`config.mk`:
```
export PLATFORM = sky130hd
export DESIGN_NAME = mem_xfer_engine
export DESIGN_NICKNAME = d
export VERILOG_FILES = /design/src/rtl/mem_xfer_pkg.sv /design/src/rtl/sync_fifo.sv /design/src/rtl/mem_xfer_engine.sv
export SDC_FILE = /design/constraint.sdc
export NUM_CORES = 1
export LEC_CHECK = 0
export ABC_AREA = 1
export CAP_MARGIN = 20
export CORE_UTILIZATION = 40
export CTS_CLUSTER_DIAMETER = 120
export DETAILED_ROUTE_END_ITERATION = 12
export GPL_ROUTABILITY_DRIVEN = 0
export HOLD_SLACK_MARGIN = 0.06
export SLEW_MARGIN = 20
export SYNTH_ARGS = -nofsm -noshare
export SYNTH_HDL_FRONTEND = slang
export SYNTH_SLANG_ARGS = --single-unit
```
`constraint.sdc`:
```
create_clock -name clk -period 2.6 [get_ports clk]
set_input_delay 0.52 -clock clk [delete_from_list [all_inputs] [get_ports clk]]
set_output_delay 0.52 -clock clk [all_outputs]
set_load 0.02 [all_outputs]
```
`src/rtl/mem_xfer_pkg.sv`:
```
// Shared types and helpers for the memory transfer engine.
// Holds the FSM state encoding, default sizes and burst length clamp.
package mem_xfer_pkg;

    localparam int DEF_DATA_W = 8;
    localparam int DEF_DEPTH  = 16;

    typedef enum logic [2:0] {
        IDLE   = 3'd0,
        LOAD   = 3'd1,
        XFER   = 3'd2,
        UNLOAD = 3'd3,
        DONE   = 3'd4
    } state_t;

    // A zero or oversized request means a full-depth burst.
    function automatic int unsigned eff_len(
        input int unsigned len,
        input int unsigned depth
    );
        return (len == 0 || len > depth) ? depth : len;
    endfunction

endpackage

```
`src/rtl/sync_fifo.sv`:
```
// Small synchronous FIFO with show-ahead read and flush.
// Ports: clk, rst, flush, push/wdata, pop/rdata, full, empty.
module sync_fifo #(
    parameter int DATA_W = 8,
    parameter int AW     = 2
) (
    input  logic              clk,
    input  logic              rst,
    input  logic              flush,
    input  logic              push,
    input  logic [DATA_W-1:0] wdata,
    input  logic              pop,
    output logic [DATA_W-1:0] rdata,
    output logic              full,
    output logic              empty
);

    logic [DATA_W-1:0] mem [2**AW];
    logic [AW:0]       wp;
    logic [AW:0]       rp;
    logic              do_push;
    logic              do_pop;

    assign do_push = push && !full;
    assign do_pop  = pop && !empty;

    // Extra pointer bit tells a wrapped (full) FIFO from an empty one.
    assign empty = (wp == rp);
    assign full  = (wp[AW] != rp[AW]) && (wp[AW-1:0] == rp[AW-1:0]);
    assign rdata = mem[rp[AW-1:0]];

    always_ff @(posedge clk) begin
        if (do_push && !flush)
            mem[wp[AW-1:0]] <= wdata;
    end

    always_ff @(posedge clk) begin
        if (rst || flush) begin
            wp <= '0;
            rp <= '0;
        end else begin
            if (do_push)
                wp <= wp + 1'b1;
            if (do_pop)
                rp <= rp + 1'b1;
        end
    end

endmodule

```
`src/rtl/mem_xfer_engine.sv`:
```
// Burst load -> FIFO move (copy/reverse) -> stream unload, with XOR checks.
// Ports: start/len/reverse/abort control, in_* load, out_* unload, status.
module mem_xfer_engine
    import mem_xfer_pkg::*;
#(
    parameter int DATA_W  = DEF_DATA_W,
    parameter int DEPTH   = DEF_DEPTH,
    parameter int FIFO_AW = 2,
    parameter int CNT_W   = $clog2(DEPTH) + 1
) (
    input  logic              clk,
    input  logic              rst,
    input  logic              start,
    input  logic [CNT_W-1:0]  len,
    input  logic              reverse,
    input  logic              abort,
    input  logic [DATA_W-1:0] in_data,
    input  logic              in_valid,
    output logic              in_ready,
    output logic [DATA_W-1:0] out_data,
    output logic              out_valid,
    input  logic              out_ready,
    output logic              out_last,
    output logic              busy,
    output logic              done,
    output logic              chk_err,
    output logic [CNT_W-1:0]  xfer_cnt
);

    localparam int IW = $clog2(DEPTH);

    state_t            state;
    logic [CNT_W-1:0]  l_len;
    logic              rev;
    logic [CNT_W-1:0]  ld_cnt;
    logic [CNT_W-1:0]  wr_cnt;
    logic [CNT_W-1:0]  rd_cnt;
    logic [CNT_W-1:0]  out_cnt;
    logic [DATA_W-1:0] ld_chk;
    logic [DATA_W-1:0] ul_chk;
    logic [DATA_W-1:0] src [DEPTH];
    logic [DATA_W-1:0] dst [DEPTH];

    logic              aborting;
    logic              ld_hs;
    logic              ul_hs;
    logic              f_push;
    logic              f_pop;
    logic              f_full;
    logic              f_empty;
    logic [DATA_W-1:0] f_rdata;
    logic [IW-1:0]     dst_idx;

    // abort beats every handshake in the same cycle.
    assign aborting = abort && (state != IDLE);
    assign ld_hs    = (state == LOAD) && in_valid && in_ready && !abort;
    assign ul_hs    = (state == UNLOAD) && out_valid && out_ready && !abort;
    assign f_push   = (state == XFER) && !f_full && (wr_cnt < l_len) && !abort;
    assign f_pop    = (state == XFER) && !f_empty && !abort;

    assign dst_idx  = rev ? IW'(l_len - rd_cnt - CNT_W'(1))
                          : rd_cnt[IW-1:0];
    assign out_data = dst[out_cnt[IW-1:0]];
    assign busy     = (state != IDLE);
    assign xfer_cnt = rd_cnt;

    sync_fifo #(
        .DATA_W (DATA_W),
        .AW     (FIFO_AW)
    ) u_fifo (
        .clk   (clk),
        .rst   (rst),
        .flush (aborting),
        .push  (f_push),
        .wdata (src[wr_cnt[IW-1:0]]),
        .pop   (f_pop),
        .rdata (f_rdata),
        .full  (f_full),
        .empty (f_empty)
    );

    always_ff @(posedge clk) begin
        if (ld_hs)
            src[ld_cnt[IW-1:0]] <= in_data;
    end

    always_ff @(posedge clk) begin
        if (f_pop)
            dst[dst_idx] <= f_rdata;
    end

    always_ff @(posedge clk) begin
        if (rst) begin
            state     <= IDLE;
            l_len     <= '0;
            rev       <= 1'b0;
            ld_cnt    <= '0;
            wr_cnt    <= '0;
            rd_cnt    <= '0;
            out_cnt   <= '0;
            ld_chk    <= '0;
            ul_chk    <= '0;
            in_ready  <= 1'b0;
            out_valid <= 1'b0;
            out_last  <= 1'b0;
            done      <= 1'b0;
            chk_err   <= 1'b0;
        end else if (aborting) begin
            state     <= IDLE;
            ld_cnt    <= '0;
            wr_cnt    <= '0;
            rd_cnt    <= '0;
            out_cnt   <= '0;
            in_ready  <= 1'b0;
            out_valid <= 1'b0;
            out_last  <= 1'b0;
            done      <= 1'b0;
        end else begin
            done <= 1'b0;
            unique case (state)
                IDLE: begin
                    if (start) begin
                        l_len    <= CNT_W'(eff_len(32'(len), DEPTH));
                        rev      <= reverse;
                        ld_cnt   <= '0;
                        wr_cnt   <= '0;
                        rd_cnt   <= '0;
                        out_cnt  <= '0;
                        ld_chk   <= '0;
                        ul_chk   <= '0;
                        chk_err  <= 1'b0;
                        in_ready <= 1'b1;
                        state    <= LOAD;
                    end
                end
                LOAD: begin
                    if (ld_hs) begin
                        ld_cnt <= ld_cnt + CNT_W'(1);
                        ld_chk <= ld_chk ^ in_data;
                        if (ld_cnt == l_len - CNT_W'(1)) begin
                            in_ready <= 1'b0;
                            state    <= XFER;
                        end
                    end
                end
                XFER: begin
                    if (f_push)
                        wr_cnt <= wr_cnt + CNT_W'(1);
                    if (f_pop) begin
                        rd_cnt <= rd_cnt + CNT_W'(1);
                        if (rd_cnt == l_len - CNT_W'(1)) begin
                            out_valid <= 1'b1;
                            out_last  <= (l_len == CNT_W'(1));
                            state     <= UNLOAD;
                        end
                    end
                end
                UNLOAD: begin
                    if (ul_hs) begin
                        ul_chk  <= ul_chk ^ out_data;
                        out_cnt <= out_cnt + CNT_W'(1);
                        if (out_last) begin
                            out_valid <= 1'b0;
                            out_last  <= 1'b0;
                            done      <= 1'b1;
                            state     <= DONE;
                        end else begin
                            out_last <= (out_cnt + CNT_W'(2) == l_len);
                        end
                    end
                end
                DONE: begin
                    chk_err <= (ld_chk != ul_chk);
                    state   <= IDLE;
                end
                default: state <= IDLE;
            endcase
        end
    end

endmodule

```
; ---- Word level (Yosys, flattened, before mapping)
; Memory sizes are Yosys's and may differ from the RTL's. A register that Yosys moved wholly into a read port is not among the register bits.
; Index checks and enable logic that the tools add are counted.
[classes]
reduce_logical = 44
n_mux = 53
order_cmp = 2
addsub = 10
bitwise_logic = 5
eq_ne = 20
[ops]
columns = op, n
row1 = 5-bit case mux with 2 select lines, 4
row2 = 8-bit case mux with 2 select lines, 2
row3 = 5-bit 2-to-1 mux, 6
row4 = 8-bit 2-to-1 mux, 3
row5 = 3-bit 2-to-1 mux, 7
row6 = "5-bit by 1-bit adder with 5-bit output, second input constant", 4
row7 = 4-bit 2-to-1 mux, 5
row8 = 1-bit 2-to-1 mux, 19
row9 = 3-bit AND reduction, 6
row10 = 1-bit logical AND, 16
row11 = 4-bit AND reduction, 4
row12 = 8-bit bitwise XOR, 2
row13 = 5-bit == test, 3
row14 = 3-bit case mux with 4 select lines, 1
row15 = 2-bit nonzero test, 5
row16 = "2-bit by 1-bit != test with 1-bit output, second input constant", 4
row17 = "2-bit != test, second input constant", 4
row18 = 8-bit != test, 1
row19 = 1-bit case mux with 2 select lines, 4
row20 = 7-bit AND reduction, 1
row21 = "3-bit by 1-bit adder with 3-bit output, second input constant", 2
row22 = "3-bit by 2-bit == test with 1-bit output, second input constant", 2
row23 = "5-bit by 2-bit adder with 5-bit output, second input constant", 1
row24 = "5-bit by 1-bit == test with 1-bit output, second input constant", 1
row25 = 20 further kinds, 27
[word_totals]
inputBits = 20
word_cells = 153
ramBits = 288
reg_bits = 56
memories = 3
[mem_list]
columns = name, words, word_bits, rd, rd_ports_with_merged_regs, write_ports, line
row1 = dst, 16, 8, 1, 1, 1, mem_xfer_engine.sv:42  ; logic [DATA_W-1:0] dst [DEPTH];
row2 = src, 16, 8, 1, 1, 1, mem_xfer_engine.sv:41  ; logic [DATA_W-1:0] src [DEPTH];
row3 = u_fifo.mem, 4, 8, 1, 1, 1, sync_fifo.sv:18  ; logic [DATA_W-1:0] mem [2**AW];

; ---- Depth between registers and ports, before layout
; Gate-level depths: netlist of run 1.
[depth]
ltp_word = 10
ltp_mapped = 14
depth_no_buf = 14

; ---- Cells and area by module
; From an unflattened synthesis of run 1, not the netlist that was laid out.
[hier_totals]
cells_unflattened = 1328
area_unflattened_um2 = 15110.7
[modules_own_cells]
columns = module, seq_area_each_um2, instances, cells_each, area_per_inst_um2
row1 = mem_xfer_engine, 8848.5, 1, 1177, 13421.6
row2 = sync_fifo, 1121.1, 1, 151, 1689.1

; ---- Worst setup path before layout of run 1
; Ideal clock, no wire load.
[synth_timing]
path_kind = register -> register
startpoint = register rd_cnt[2], in the netlist xfer_cnt[2]
endpoint = memory dst[0][0] (enable)
slack_ns = 0.070
stages_incl_launch_ff = 12
t_required_ns = 2.230
arrival_ns = 2.160
path_cell_list = dfxtp_1 inv_1 ha_1 nand2_1 nor2_1 a211oi_1 nor2_1 nor2_1 nand2_1 xor2_1 nand2_1 nor2_1
[synth_between]
elab_chain_len = 3
[synth_rtl]
columns = element, line
row1 = from (decl), mem_xfer_engine.sv:37  ; logic [CNT_W-1:0] rd_cnt;
row2 = from (signal assigned), mem_xfer_engine.sv:150  ; rd_cnt <= rd_cnt + CNT_W'(1);
row3 = 4-bit subtractor, mem_xfer_engine.sv:61  ; assign dst_idx = rev ? IW'(l_len - rd_cnt - CNT_W'(1))
row4 = 4-bit by 1-bit subtractor with 4-bit output, mem_xfer_engine.sv:61
row5 = 4-bit 2-to-1 mux (*), mem_xfer_engine.sv:61
row6 = to (decl), mem_xfer_engine.sv:42
; Mark *: on every way between the ends. The rest lies on a longest branch, timed or not.

==> results_dict.tcl, run 1 <==
set metrics [dict create \
    final_nets 1461 \
    period_needed_ps 2580 \
    ys.flop_type "edfxtp_1" \
    drv_slew 0 \
    dieWidth_um 195 \
    start_kind "flop" \
    use_met3_pct 2.88 \
    p_per_area_mw_per_mm2 823 \
    track_usage_pct 18.9 \
    p_sw_mw 4.08 \
    crit_path_end "out_data[5]" \
    grt_max_degree 40 \
    fin_crit_sh_pct 99.1 \
    p_seq_share_pct 45.0 \
    drive_gt1_share_pct 12.9 \
    clk_path_buf_depth 3 \
    r2r-start "xfer_cnt[0]$_SDFFE_PP0P_" \
    max-slew-margin-rel_pct 54.9 \
    pwr-share-clk_pct 36.7 \
    root_buffer "clkbuf_16" \
    arrival_ps 2060 \
    netlist_area_mm2 0.0149 \
    drtIter0Drc 803 \
    grtUsageMet1_pct 25.9 \
    timing.rr.end "dst[7][2]$_DFFE_PP_" \
    htree_levels 2 \
    r2r_slack_ps 240 \
    route.detailed.wl_per_inst_um 18.8 \
    synthTopCellsByCount "edfxtp_1 (288), nor2_1 (171), o21ai_0 (142), inv_1 (116), nand2_1 (105)" \
    reg2reg_depth 8 \
    antenna_found_initial 0 \
    area_growth_pct 18.8 \
    cts_sinks 354 \
    hold_viol_final 0 \
    busiest_layer "met2" \
    synthTopCellsByArea "edfxtp_1 (58%), dfxtp_1 (8.8%), o21ai_0 (4.8%)" \
    critical_path_class "reg2out" \
    drv_cap 0 \
    rsz0062_at_grt "yes" \
    syn_avg_cell_area_um2 11.5 \
    grt_pass1_vias 9700 \
    num_vias 10100 \
    leakagePower_nw 6.27 \
    dp_hpwl_um 24300 \
    drc_errors 0 \
    cts_buffers 38 \
    p_comb_share_pct 18.3 \
    outcome "finished, final reports clean" \
    clk_latency_ps 550 \
    irDropWorstVdd_mv 1.04 \
    setup_viol 0 \
    ctsHoldBuffers 0 \
    clk_pin_slew_ps 60 \
    routed_via_density 5.26 \
    port-buffer-count 38 \
    async_reset_ff_share_pct 0 \
    syn_inst 1298 \
    wirelength_um 36000 \
    initial_core_util_pct 40.7 \
    cts_tree "done" \
    final_antenna_net_count 0 \
    final_util_pct 48.4 \
    end_kind "output port" \
    drt_pre_antenna_iters 5 \
    yosysMostFrequentCell "edfxtp_1" \
    critPathMaxFanout 17 \
    fp.dieArea_mm2 0.0381 \
    worstMarginPinSlew_ps 677 \
    die_h_um 195 \
    yosysSeqAreaShare_pct 66.7 \
    core_area_mm2 0.0367 \
    hp-class "reg2reg" \
    required_ps 2080 \
    synth_seq_cells 354 \
    use_met2_pct 29.9 \
    worst_hold_slack_ps 473 \
    grt_pass1_wl_um 55200 \
    synth_top_area_share_pct 57.9 \
    timing.fmax_mhz 388 \
    syn_nets 1342 \
    switching_share_pct 27.9 \
    synth_edf_count 288 \
    synth.distinct_cells 42 \
    p_int_mw 10.5 \
    yosysTopAreaCell "edfxtp_1" \
    antenna_cells 0 \
    io_pins 39 \
    skew_ps 18.0 \
    fp-row-count 70 \
    ys_warn_count 0 \
    gr-total-overflow 0 \
]
==> worst min path at each step <==
stage	start	end	cells after the start
5_1_grt	ld_chk[7]$_SDFFE_PP0P_	ld_chk[7]$_SDFFE_PP0P_	1
3_5_place_dp	ld_chk[7]$_SDFFE_PP0P_	ld_chk[7]$_SDFFE_PP0P_	1
6_report	u_fifo.rp[2]$_SDFFE_PP0P_	u_fifo.rp[2]$_SDFFE_PP0P_	1
2_1_floorplan	ld_chk[0]$_SDFFE_PP0P_	ld_chk[0]$_SDFFE_PP0P_	1
4_1_cts	u_fifo.rp[2]$_SDFFE_PP0P_	u_fifo.rp[2]$_SDFFE_PP0P_	1
3_3_place_gp	ld_chk[2]$_SDFFE_PP0P_	ld_chk[2]$_SDFFE_PP0P_	1
==> through the flow <==
step / instances / setup slack (ps) / instance area, µm² / TNS (ps) / power, mW
global route: 1913 / -53.8 / 17800 / -107 / 15.3
CTS: 1908 / 5.41 / 17700 / 0 / 14.7
global placement: 1839 / 149 / 16400 / 0 / 9.34
floorplan: 1298 / 70.0 / 14900 / 0 / 8.45
detailed placement: 1839 / 97.3 / 16400 / 0 / 9.38
finish: 1913 / 24.3 / 17800 / 0 / 14.6
==> layer usage <==
layer,vias to the layer above,routed length [µm]
li1,4867,-
met1,4839,16100
met2,281,16800
met3,69,1770
met4,0,1280
met5,-,0
==> registers in the layout, summed over array words and instances, names as in the netlist, 3 cells and up, named ones only <==
name and count:
xfer_cnt 5, ld_cnt 5, out_cnt 5, state 3, u_fifo.wp 3, l_len 5, src 128, u_fifo.rp 3
ul_chk 8, ld_chk 8, wr_cnt 5, u_fifo.mem 32, dst 128
==> cell type report <==
type	count	area (µm²)
Sequential cell	354	9980
Clock inverter	14	156
Tap cell	468	586
Fill cell	3226	18900
Inverter	123	467
Multi-Input combinational cell	767	4280
Timing Repair Buffer	133	1210
Clock buffer	54	1080
==> worst max-delay path, stage by stage (launching register included) <==
cell and delay (ps):
dfxtp_4 450, inv_4 90, buf_8 160, o21ai_0 140
o22ai_1 90, o211ai_1 260, nand2_1 130, buf_2 180
==> cell families after synthesis <==
group	Yosys count	share of synthesized area (%)
flops	354	66.7
fa+ha+maj	24	2.06
buf+inv	177	4.78
compound gates	314	12.0
mux	32	2.14
xor+xnor	27	1.58
simple gates	370	10.7
==> what timing repair did <==
action | in CTS | in global routing
pin swaps | 2 | 6
cloned | 1 | 3
gates resized for setup | 33 | 21
setup endpoints to repair | 8 | 15
setup buffers | 0 | 2
==> cells in the final DEF (no fill, tap or decap), types with 15 or more instances in the layout <==
cell | netlist | routed
clkbuf_16 | 0 | 42
nand3_1 | 56 | 56
nor2_1 | 171 | 171
inv_1 | 116 | 116
o211ai_1 | 54 | 54
edfxtp_1 | 288 | 288
clkdlybuf4s50_1 | 0 | 30
buf_4 | 7 | 83
ha_1 | 23 | 23
mux2i_1 | 32 | 32
dfxtp_1 | 66 | 63
o21ai_0 | 142 | 136
a21oi_1 | 81 | 81
nand2_1 | 105 | 103
xnor2_1 | 15 | 15
==> power by group through the flow <==
stage          sequential [mW]  combinational (mW)  clock, mW
2_1_floorplan             6.66                1.79          0
3_3_place_gp              6.70                2.63          0
3_5_place_dp              6.71                2.67          0
4_1_cts                   6.59                2.69       5.47
5_1_grt                   6.61                2.98       5.69
6_report                  6.59                2.67       5.36
No activity file was read; power rests on OpenSTA's default activity.
==> run 2: changes to the inputs <==
--- a/config.mk
+++ b/config.mk
@@ -7,6 +7,7 @@
 export LEC_CHECK = 0
 export ABC_AREA = 1
 export CAP_MARGIN = 20
+export CORE_MARGIN = 2
 export CORE_UTILIZATION = 40
 export CTS_CLUSTER_DIAMETER = 120
 export DETAILED_ROUTE_END_ITERATION = 12
==> results_dict.tcl, run 2 (same netlist as run 1, synthesis figures left out) <==
set metrics [dict create \
    track_usage_pct 18.4 \
    cts_buffers 39 \
    wirelength_um 35400 \
    drv_slew 0 \
    io_pins 39 \
    drive_gt1_share_pct 13.5 \
    multi_input_area_mm2 0.00429 \
    clk_latency_ps 560 \
    finalPower_mw 14.6 \
    root_buffer "clkbuf_16" \
    fillCellCount 3263 \
    dp_hpwl_um 24500 \
    hp-start "u_fifo.rp[2]$_SDFFE_PP0P_" \
    p_sw_mw 4.09 \
    port-buffer-count 38 \
    cts_tree "done" \
    htree_levels 2 \
    routed_via_density 5.16 \
    period_needed_ps 2550 \
    seq_area_mm2 0.00998 \
    p_seq_share_pct 45.4 \
    r2r-start "l_len[2]$_SDFFE_PP0P_" \
    timing.rr.end "dst[4][6]$_DFFE_PP_" \
    fin_crit_sh_pct 98.0 \
    final_cells 1919 \
    dp_cells 1842 \
    leakagePower_nw 6.29 \
    skew_ps 21.4 \
    rsz0062_at_grt "yes" \
    outcome "finished, final reports clean" \
    final_nets 1466 \
    irDropWorstVdd_mv 0.676 \
    min_to "u_fifo.rp[2]$_SDFFE_PP0P_" \
    setup_viol 0 \
    critical_path_class "reg2out" \
    hp-class "reg2reg" \
    core_area_mm2 0.0367 \
    switching_share_pct 28.0 \
    reg2reg_depth 11 \
    antenna_found_initial 0 \
    worst_hold_slack_ps 472 \
    drt_pre_antenna_iters 5 \
    dieWidth_um 197 \
    grt_max_degree 56 \
    drc_errors 0 \
    cts_sinks 354 \
    num_vias 9900 \
    clk_path_buf_depth 3 \
    die_h_um 197 \
    gr-total-overflow 0 \
    start_kind "flop" \
    clk_pin_slew_ps 60 \
    p_comb_share_pct 17.9 \
    max-slew-margin-rel_pct 53.7 \
    grt_pass1_wl_um 54500 \
    required_ps 2080 \
    pwr-share-clk_pct 36.6 \
    holdPathStages 1 \
    initial_core_util_pct 40.7 \
    antenna_cells 0 \
    drv_cap 0 \
    hold_viol_final 0 \
    area_growth_pct 18.9 \
    arrival_ps 2030 \
    route.detailed.wl_per_inst_um 18.4 \
    critPathMaxFanout 18 \
    r2r_slack_ps 240 \
    timing.fmax_mhz 393 \
    layout_common_cells "edfxtp_1 (288), nor2_1 (169), o21ai_0 (137)" \
    grt_pass1_vias 9588 \
    tns_ps 0 \
    fp-row-count 70 \
    worstMarginPinSlew_ps 695 \
    p_int_mw 10.5 \
    end_kind "output port" \
    fp.dieArea_mm2 0.0389 \
    final_antenna_net_count 0 \
    layout_commonest_cell "edfxtp_1" \
    p_per_area_mw_per_mm2 822 \
    drtIter0Drc 747 \
]
## run 2: cell types whose count changed in the layout (fill, tap and decap cells not counted), sizes merged
cell	before	now
buf	100	105
inv	124	123
bufinv	3	2
clkinv	9	11
clkinvlp	1	2
clkbuf	57	56
bufbuf	0	1
## run 2: power by group through the flow
stage | Clock, mW | Sequential, mW | Combinational (mW)
3_3_place_gp | 0 | 6.76 | 2.56
3_5_place_dp | 0 | 6.76 | 2.60
5_1_grt | 5.67 | 6.67 | 2.92
2_1_floorplan | 0 | 6.66 | 1.79
4_1_cts | 5.45 | 6.64 | 2.62
6_report | 5.35 | 6.64 | 2.62
## run 2: layer usage
metal | vias to the layer above | GRT usage, % | wire length, µm
met1 | 4766 | 24.9 | 16200
met2 | 207 | 29.6 | 16700
met5 | - | 0 | 0
met3 | 58 | 3.35 | 1540
li1 | 4869 | - | -
met4 | 0 | 7.16 | 1040
## run 2: through the flow
stage	cell area (µm²)	utilization, %	setup slack (ps)
CTS	17700	48.3	-24.6
global placement	16400	44.7	219
detailed placement	16400	44.7	183
global route	17800	48.4	-29.4
finish	17800	48.4	52.3
floorplan	14900	-	70.0
## run 2: worst max-delay path, cell delays in order, from the launching register on
cell and delay (ps):
dfxtp_4 390, inv_4 110, clkbuf_16 200, nor2_1 50
nor2_1 100, o21ai_0 120, o211ai_1 120, o211ai_1 120
nand2_1 120, buf_4 150
## run 2: worst max-delay path by stage
stage                     slack [ps]                   to  depth (start not counted)                      from
after CTS                        -20          out_data[2]                          9                      flop
after floorplan                   70  dst[0][0]$_DFFE_PP_                         11  xfer_cnt[2]$_SDFFE_PP0P_
after global placement           220          out_data[3]                          5                      flop
final                             50          out_data[5]                          9                      flop
after detailed placement         180  dst[4][5]$_DFFE_PP_                         11     l_len[2]$_SDFFE_PP0P_
after global routing             -30          out_data[2]                          9                      flop
## run 2: cell type report
class	count	share of cell area, %
Clock buffer	55	6.24
Tap cell	468	3.29
Clock inverter	15	0.753
Inverter	123	2.65
Multi-Input combinational cell	767	24.1
Timing Repair Buffer	137	6.79
Sequential cell	354	56.1
## run 2: repair_timing
action,CTS,global route
pin swaps,1,6
endpoints found under the setup margin,8,26
hold buffers,0,0
cloned,1,1
buffers inserted,4,1
gates resized for setup,33,23
==> run 3: changes to the inputs <==
--- a/config.mk
+++ b/config.mk
@@ -6,7 +6,6 @@
 export NUM_CORES = 1
 export LEC_CHECK = 0
 export ABC_AREA = 1
-export CAP_MARGIN = 20
 export CORE_MARGIN = 2
 export CORE_UTILIZATION = 40
 export CTS_CLUSTER_DIAMETER = 120
==> results of run 3 <==
The final DEF is identical to that of run 2; final timing and power are the same.
==> patch, RTL diff (settings of run 3) <==
Change the package constant `DEF_DATA_W` from 8 to 6.
--- a/src/rtl/mem_xfer_pkg.sv
+++ b/src/rtl/mem_xfer_pkg.sv
@@ -2,7 +2,7 @@
 // Holds the FSM state encoding, default sizes and burst length clamp.
 package mem_xfer_pkg;
 
-    localparam int DEF_DATA_W = 8;
+    localparam int DEF_DATA_W = 6;
     localparam int DEF_DEPTH  = 16;
 
     typedef enum logic [2:0] {
Ports: changed (resized in_data and out_data); port bits go from 39 to 35. The function was not compared with the original's and may differ.
==> patch against run 3 <==
Total power is 11% lower. Design area is 19% lower. Hold slack better by 3.0 ps. Sequential cell count is 76 lower. Die area is 19% lower. Clock skew is 8.7 ps higher. Non-clock buffer count is 32 lower. Area after synthesis is 19% lower. Routed wire length is 18% lower. Setup slack better by 47 ps. Sequential share of layout area is 2.3 points lower.
==> patch: results (changes against run 3) <==
metric	value	unit	change
Critical Path Sink	out_data[4]		
status	complete, no violations		
post-detail-place hpwl	20.1	mm	-18%
GR met3 Demand/Resource	2.71	%	-0.64 points
min-delay src	chk_err		
Post-CTS Resized	12		-64%
crit path max fanout	50		+32
Max Used Layer	met4		
Synth top cells by count	216 x edfxtp_1, 143 x inv_1, 138 x nand2_1, 97 x o21ai_0, 92 x a21oi_1		
vias in the first global route	8246		-14%
largest net degree at the start of global routing	51		-8.9%
Hold EP	chk_err		
Max VDD drop	732	uV	+8.3%
hold depth	2		+1
wire length on met2	13.5	mm	-19%
first-pass GRT wire length	45.6	mm	-16%
CTS Buf Count	29		-26%
Pleak	5.25	nW	-16%
Post-synth EDFFs	216		-25%
synth top area cells	edfxtp_1 54%, dfxtp_1 10%, inv_1 4.4%, nand2_1 4.3%, o21ai_0 4.0%		
initial drt markers	701		-6.2%
post-DR wirelength/cell	17.6	microns	-4.6%
M1 GR Usage	26.0	%	+1.1 points
met2 Track Usage GR	30.2	%	+0.60 points
r2r worst-path depth	8		-3
clk_skew	30.1	ps	+8.74 ps
vias per cell	5.13		-0.60%
antenna violations before repair	0		unchanged
gr usage total	18.7	%	+0.22 points
Slew HR	52.6	%	-1.1 points
fraction of layout cells with a size suffix above 1	12.1	%	-1.4 points
layout net count	1271		-13%
crit path DAT	1980	ps	-50 ps
r2r startpoint	xfer_cnt[0]		
reg-to-reg endpoint	dst[3][2]		
Mapped Cells	1132		-13%
synthesized net count	1174		-13%
met3 WL	1.56	mm	+0.97%
H-tree Lvls	1		-1
sequential-to-total area share from yosys stat	63.8	%	-2.9 points
met1 WL	13.1	mm	-19%
total setup buffers inserted after CTS	0		-4
Port-buffer cells	34		-11%
## patch: cell count changes after synthesis, sizes merged, moves of 8 or more
cell | before | now
o21ai | 144 | 99
inv | 123 | 149
nand3 | 56 | 79
o221ai | 12 | 0
edfxtp | 288 | 216
buf | 26 | 16
a21oi | 82 | 93
nand2 | 110 | 144
mux2i | 32 | 24
nor2 | 178 | 97
## patch: worst max-delay path: stages, from the launching register on
cell      delay, ps
dfxtp_2         380
buf_12          230
nand2_1          90
o211ai_1        140
nand3_1         130
nand3_1         140
nand2_1         130
buf_2           190
## patch: report_power, final
group          switching, mW  internal [mW]  total [mW]
combinational           2.17           1.13        3.31
sequential             0.222           5.03        5.25
clock                   1.72           2.66        4.38
## patch: logic make-up (layout without fill, tap and decap cells)
family / count (synthesis) / after routing / synth area share, %
simple gates: 344 / 344 / 12.6
flops: 278 / 278 / 63.8
compound gates: 255 / 255 / 11.8
buf+inv: 188 / 308 / 6.00
fa+ha+maj: 24 / 24 / 2.54
mux: 24 / 24 / 1.98
xor+xnor: 19 / 19 / 1.37
## patch: cell type report
cell class / count / area (sq um)
fillers: 2636 / 15400
clock buffers: 35 / 748
multi-input cells: 666 / 3670
flip-flops and latches: 278 / 7730
well taps: 390 / 488
inverters: 149 / 559
repair buffers: 105 / 893
clock inverters: 19 / 265
## patch: metrics by stage
stage               util, %  instance area (sq um)  hold slack, ps  std cells  setup slack (ps)
floorplan                 -                  12100             442       1132               243
CTS                    48.4                  14400             482       1642             0.936
global placement       45.0                  13400             461       1588              59.6
detailed placement     45.0                  13400             468       1588              40.1
global route           48.3                  14400             507       1642              3.13
finish                 48.3                  14400             475       1642              99.6
